**src/rtl/low_fir_mac.sv**
```systemverilog
// Multiply-accumulate FIR engine: convolves one sequencing burst of samples with an
// external coefficient ROM and emits one clamped Q1.15 result with a one-cycle valid strobe.
module low_fir_mac #(
   parameter int unsigned NUM_TAPS = 1021,
   parameter int unsigned ACC_W    = 42
) (
   input  logic                          clk,
   input  logic                          rst_n,
   input  logic                          sequencing,
   input  logic signed [15:0]            smpl_in,
   output logic [$clog2(NUM_TAPS)-1:0]   coeff_addr,
   input  logic signed [15:0]            coeff,
   output logic signed [15:0]            smpl_out,
   output logic                          valid,
   output logic                          sat
);

   localparam int unsigned AW = $clog2(NUM_TAPS);
   localparam int unsigned CW = $clog2(NUM_TAPS + 1);

   localparam logic [CW-1:0] TapMax  = CW'(NUM_TAPS);
   localparam logic [AW-1:0] AddrMax = AW'(NUM_TAPS - 1);

   localparam logic signed [ACC_W-1:0] PosMax = ACC_W'(32767);
   localparam logic signed [ACC_W-1:0] NegMin = -(ACC_W'(32768));

   typedef enum logic [2:0] {
      StIdle,
      StRun,
      StDrain,
      StDone,
      StBusy
   } state_e;

   state_e                    state_q;
   logic [CW-1:0]             tap_cnt_q;
   logic [CW-1:0]             tap_inc;
   logic [1:0]                flush_q;
   logic                      tap_fire;
   logic                      v1_q;
   logic                      v2_q;
   logic signed [31:0]        mult;
   logic signed [31:0]        prod_q;
   logic signed [ACC_W-1:0]   acc_q;
   logic signed [ACC_W-1:0]   acc_shr;

   // Taps past the table end keep reading the last entry but are never accumulated.
   assign coeff_addr = (tap_cnt_q >= TapMax) ? AddrMax : tap_cnt_q[AW-1:0];
   assign tap_inc    = (tap_cnt_q >= TapMax) ? TapMax : tap_cnt_q + 1'b1;
   assign tap_fire   = ((state_q == StIdle) || (state_q == StRun)) && sequencing &&
                       (tap_cnt_q < TapMax);
   assign mult       = smpl_in * coeff;
   assign acc_shr    = acc_q >>> 15;

   // Burst-tracking FSM; a rise in DRAIN/DONE is parked in BUSY until sequencing drops.
   always_ff @(posedge clk or negedge rst_n) begin
      if (!rst_n) begin
         state_q   <= StIdle;
         tap_cnt_q <= '0;
      end else begin
         unique case (state_q)
            StIdle: begin
               if (sequencing) begin
                  state_q   <= StRun;
                  tap_cnt_q <= tap_inc;
               end
            end
            StRun: begin
               if (sequencing) begin
                  tap_cnt_q <= tap_inc;
               end else begin
                  state_q   <= StDrain;
                  tap_cnt_q <= '0;
               end
            end
            StDrain: begin
               if (sequencing) begin
                  state_q <= StBusy;
               end else if (flush_q == 2'd1) begin
                  state_q <= StDone;
               end
            end
            StDone: begin
               state_q <= sequencing ? StBusy : StIdle;
            end
            StBusy: begin
               if (!sequencing) begin
                  state_q <= StIdle;
               end
            end
            default: begin
               state_q   <= StIdle;
               tap_cnt_q <= '0;
            end
         endcase
      end
   end

   // Flush countdown runs independently of the FSM so a rejected burst cannot cancel the result.
   always_ff @(posedge clk or negedge rst_n) begin
      if (!rst_n) begin
         flush_q <= '0;
      end else if ((state_q == StRun) && !sequencing) begin
         flush_q <= 2'd2;
      end else if (flush_q != 2'd0) begin
         flush_q <= flush_q - 2'd1;
      end
   end

   // Two-stage MAC pipeline with a tap-valid bit riding alongside each product.
   always_ff @(posedge clk or negedge rst_n) begin
      if (!rst_n) begin
         v1_q   <= 1'b0;
         v2_q   <= 1'b0;
         prod_q <= '0;
         acc_q  <= '0;
      end else begin
         v1_q <= tap_fire;
         v2_q <= v1_q;
         if (v1_q) begin
            prod_q <= mult;
         end
         if ((state_q == StIdle) && sequencing) begin
            acc_q <= '0;
         end else if (v2_q) begin
            acc_q <= acc_q + ACC_W'(prod_q);
         end
      end
   end

   // Output register: floor-scaled, clamped result with its saturation flag.
   always_ff @(posedge clk or negedge rst_n) begin
      if (!rst_n) begin
         smpl_out <= '0;
         sat      <= 1'b0;
         valid    <= 1'b0;
      end else begin
         valid <= (flush_q == 2'd1);
         if (flush_q == 2'd1) begin
            if (acc_shr > PosMax) begin
               smpl_out <= 16'sh7FFF;
               sat      <= 1'b1;
            end else if (acc_shr < NegMin) begin
               smpl_out <= -16'sh8000;
               sat      <= 1'b1;
            end else begin
               smpl_out <= acc_shr[15:0];
               sat      <= 1'b0;
            end
         end
      end
   end

endmodule
```
**config.mk**
```make
export PLATFORM = sky130hd
export DESIGN_NAME = low_fir_mac
export DESIGN_NICKNAME = d
export VERILOG_FILES = /design/src/rtl/low_fir_mac.sv
export SDC_FILE = /design/constraint.sdc
export NUM_CORES = 1
export LEC_CHECK = 0
export CAP_MARGIN = 0
export CORE_UTILIZATION = 60
export DETAILED_ROUTE_END_ITERATION = 8
export GPL_TIMING_DRIVEN = 0
export PLACE_DENSITY = 0.79
export SLEW_MARGIN = 40
export SYNTH_ARGS = -nofsm -noshare
export SYNTH_HDL_FRONTEND = slang
export SYNTH_SLANG_ARGS = --single-unit
```
**constraint.sdc**
```tcl
create_clock -name clk -period 5.9 [get_ports clk]
set_input_delay 0.885 -clock clk [delete_from_list [all_inputs] [get_ports clk]]
set_output_delay 0.885 -clock clk [all_outputs]
set_load 0.02 [all_outputs]
```
* Yosys cells after proc, flatten, opt, wreduce, memory -nomap -nowiden
Index checks and enable logic that the tools add are counted.
** Storage, ports and cells
- Flip-flop bits (word level) :: 109
- Latch bits :: 0
- RAM bits :: 0
- Memory bits (read-only) :: 0
- Input port bits :: 35
- Output and inout port bits :: 28
- Word-level logic and storage cells :: 61
- Memories kept :: 0
** Cells by class
- Add/subtract/negate cells :: 3
- $mul :: 1
- Divide/modulo/power cells :: 0
- Magnitude comparators :: 4
- Equality and inequality tests :: 9
- Shifts and indexed selects :: 0
- Muxes and demuxes :: 20
- Bitwise operators :: 1
- Reductions and logical operators :: 13
** Operator list (count)
- 2-to-1 mux 42 bit :: 2
- adder 42 x 32 -> 42 bit :: 1
- 2-to-1 mux 10 bit :: 4
- multiplier 16 x 16 -> 32 bit :: 1
- 2-to-1 mux 16 bit :: 2
- one-hot mux 10 bit (3 select lines) :: 1
- greater-than comparator 27 x 16 -> 1 bit (second input constant) :: 1
- less-than comparator 27 x 16 -> 1 bit (second input constant) :: 1
- 2-to-1 mux 3 bit :: 6
- one-hot mux 3 bit (5 select lines) :: 1
- adder 10 x 1 -> 10 bit (second input constant) :: 1
- greater-or-equal comparator 10 bit (second input constant) :: 1
- less-than comparator 10 bit (second input constant) :: 1
- == test 3 x 2 -> 1 bit (second input constant) :: 2
- != test 2 bit (second input constant) :: 3
- nonzero test 2 bit :: 3
- logical AND 1 bit :: 4
- 2-to-1 mux 2 bit :: 2
- AND reduction 4 bit :: 1
- == test 3 x 1 -> 1 bit (second input constant) :: 1
- == test 3 bit (second input constant) :: 1
- logical NOT 3 bit :: 1
- != test 3 bit (second input constant) :: 1
- OR reduction 3 bit :: 1
- other kinds (7) :: 8

* Depth between registers and ports, before layout
Gate-level depths: netlist of the first run.
- Word-level depth :: 4
- Gate-level depth with buffers :: 24
- Depth with buffers taken out :: 22

* Least setup slack after synthesis of the first run
OpenSTA, ideal clock, no wires.
- Path type :: input to register
- From :: input coeff[15]
- To :: register prod_q[31]
- Setup time :: 0.069 ns
- Arrival time :: 6.436 ns
- Required time :: 5.831 ns
- Setup slack :: -0.605 ns
- Stages :: 20
- Path buffers :: 1
- Path through :: inv_1 -> clkbuf_1 -> nor2_1 -> fa_1 -> fa_1 -> fa_1 -> fa_1 -> fa_1 -> inv_1 -> fa_1 -> inv_1 -> ha_1 -> and3_1 -> and3_1 -> and3_1 -> nand3_1 -> a211oi_1 -> nor3_1 -> or4b_1 -> nand3_1
** On the way
- Word-level cells in the longest chain between the ends :: 1
** Ends and longest elaborated chain
- start: declaration :: line 12 : input logic signed [15:0] coeff,
- multiplier 16 x 16 -> 32 bit :: line 52 : assign mult = smpl_in * coeff;
- end signal: assignment :: line 121 : prod_q <= mult;
- end: declaration :: line 43 : logic signed [31:0] prod_q;
No other way between the ends.
A chain may end at the register's enable or synchronous reset.

* Worst setup path after layout of the first run
- From :: input coeff[4]
- To :: register prod_q[29]
Same word-level chain as after synthesis.

==> results of run 1 <==
## layout make-up
type	instances	area, um2
multi-input cells	1332	13100
fillers	2069	7650
flip-flops and latches	109	2730
inverters	372	1400
repair buffers	135	1330
plain buffers	73	758
well taps	378	473
clock buffers	13	260
clock inverters	3	43.8
diodes	2	5.00
## routing by layer
metal | wire, um | track usage
met5 | 0 | 0
met4 | 1690 | 0.125
met3 | 2910 | 0.0693
met2 | 22200 | 0.555
met1 | 18400 | 0.418
## how the worst max path moves through the flow
stage,startpoint,endpoint,slack (ns),cells past startpoint
after floorplan,coeff[3],prod_q[31],-0.25,21
after global placement,coeff[7],prod_q[31],-1.53,23
after detailed placement,coeff[7],prod_q[31],-1.59,23
after CTS,coeff[4],prod_q[31],-0.20,22
after global routing,smpl_in[6],prod_q[29],-0.49,23
final,coeff[4],prod_q[29],-0.32,23
## synth_stat cells, types with 3 or more instances
cell type  instances
inv_1            372
fa_1             263
nand2_1          179
and2_1           130
ha_1             128
dfrtp_1          109
nor2_1            88
a21oi_1           76
o21ai_0           71
clkbuf_1          67
xnor2_1           38
a21o_1            30
nor3_1            25
nand3_1           24
mux2_2            21
xor2_1            18
o22ai_1           17
mux2i_1           15
o21a_1            14
a211oi_1          13
a31oi_1           13
and3_1            13
nand4_1           12
nand2b_1          10
o211ai_1          10
o21bai_1           9
or3_1              9
nor2b_1            8
nor3b_1            7
a22o_1             6
o31ai_1            6
a311oi_1           4
nor4_1             4
a2111o_1           3
a211o_1            3
a211oi_2           3
a21boi_0           3
a41oi_1            3
and4_1             3
and4b_1            3
buf_1              3
buf_2              3
o2111ai_1          3
o21ai_1            3
## sequential cells by signal, summed over array words and instances, names as in the netlist
signal	flops
acc_q	42
prod_q	32
smpl_out	16
tap_cnt_q	10
state_q	3
flush_q	2
sat	1
v1_q	1
v2_q	1
valid	1
## placed cells by master (no fill, tap or decap), types with 35 or more instances in the layout
cell type  instances
inv_1            351
fa_1             247
nand2_1          172
and2_1           114
ha_1             110
dfrtp_1          109
nor2_1            86
a21oi_1           69
o21ai_0           60
buf_4             57
xnor2_1           38
clkbuf_1          35
## kinds of logic (layout without fill, tap and decap cells)
kind of cell    Yosys count  after routing  synth area share
simple gates            528            528             0.156
mux                      36             36            0.0228
compound gates          321            321             0.126
fa+ha+maj               391            391             0.405
other cells               0              2                 0
xor+xnor                 56             56            0.0290
flops                   109            109             0.161
buf+inv                 446            596            0.0992
## repair_timing
item	4_1_cts	5_1_grt
gates resized for setup	329	44
endpoints found under the hold margin	0	0
pin swaps	103	44
setup buffers	61	6
setup endpoints to repair	22	17
hold buffers	0	0
gates cloned	6	0
## stage by stage
stage / cells / setup TNS [ns] / hold slack [ns] / utilization
3_5_place_dp: 2328 / -26.31 / 0.488 / 0.664
3_3_place_gp: 2327 / -53.49 / 0.475 / 0.663
4_1_cts: 2410 / -1.78 / 0.430 / 0.717
5_1_grt: 2416 / -5.95 / 0.442 / 0.725
2_1_floorplan: 1887 / -1.52 / 0.410 / -
6_report: 2417 / -3.44 / 0.421 / 0.725
==> reports/metrics.csv, run 1 <==
metric;value;unit
status;finished with violations;
violations;setup timing;
final_hold_viol_count;0;
vias;14000;
layout.nets;2458;
rows;61;
yosysUniqueCellTypes;79;
drt-initial-drc-count;969;
cp_cell_sequence;buf_12 > clkbuf_16 > and2_4 > fa_1 > inv_2 > fa_1 > fa_2 > inv_2 > fa_2 > fa_1 > inv_2 > fa_1 > inv_2 > ha_4 > a21o_1 > a21o_1 > a21o_1 > a31oi_4 > a211oi_4 > buf_4 > o31ai_4 > and3_4 > o31ai_2;
place_ws;-1.59;ns
synth_nets;2313;
die_height;170;um
layout_min_cycle_time;6.22;ns
start_util;0.610;
vias_per_cell;5.78;
drv_cap;0;
max_stage_delay;0.57;ns
syn_avg_cell_area;8.97;um2
globalplace.congestion;0.934;
worstMarginPinSlew;0.802;ns
cts-root-buf;clkbuf_16;
ys_async_sr_fraction;1.00;
synth_top_cell_by_area;fa_1;
min_path_type;in2async;
drcViolationCount;0;
rsz0062_at_grt;yes;
synthTopCellsByArea;fa_1, dfrtp_1, ha_1, inv_1, and2_1;
drtAntennaViolNets;0;
dominantRegCellSynth;dfrtp_1;
grt_usage;0.330;
cp.required;6.12;ns
crit_fanout;6;
wl;45200;um
maxSlewHeadroom;0.465;
worst-endpoint-arrival;6.44;ns
cts_inserted_buffers;9;
r2r-end;acc_q[27];
fin_ws;-0.322;ns
clk_latency;0.37;ns
slowest_stage;fa_1;
path_class;in2reg;
ys_seq_area_frac;0.161;
synthCells;1887;
cts_tree;yes;
crit_buf_inv;7;
hpwl;33700;um
ff2ff_path_depth;9;
first_pass_iters;5;
port_buffers;62;
slew_violations;0;
reg2reg_from;prod_q[11];
layout-drive-gt1-share;0.154;
wl_per_cell;18.7;um
worstSetupStartpointType;input port;
dieArea;0.0289;mm2
grt_pass1_wl;73600;um
ys_warn_count;0;
coreArea;0.0278;mm2
synth_top_area_share;0.311;
grt_max_degree;62;
area_delta_synth_final;18.9;%
cts_max_level;3;
antenna_found_initial;1;
design_area;0.0201;mm2
clockBufferDepth;2;
clock_sinks;109;
r2r_setup_slack;2.80;ns
grt_pass1_vias;15000;
cp-end-kind;flip-flop;
finalCritPeriodShare;1.05;
die_w;170;um
fin_skew;0.0112;ns
postPlaceCellArea;0.0185;mm2
final-setup-viol-count;16;
grt_overflow;0;
synth_seq_cells;109;
synth_edf_count;0;
fmax;161;MHz
netlist_area;0.0169;mm2
clk_pin_slew;0.07;ns
crit_family;adder cells;
ios;63;
Power of run 1 is not shown: default switching activity piles up to over one toggle a cycle in this logic, so the estimate is an artifact.
==> run 2, diff against run 1 <==
TNS_END_PERCENT = 100   (was not set)
==> results of run 2 <==
The final DEF is identical to that of run 1; final timing and power are the same.
Power of run 2 is left out for the same reason.
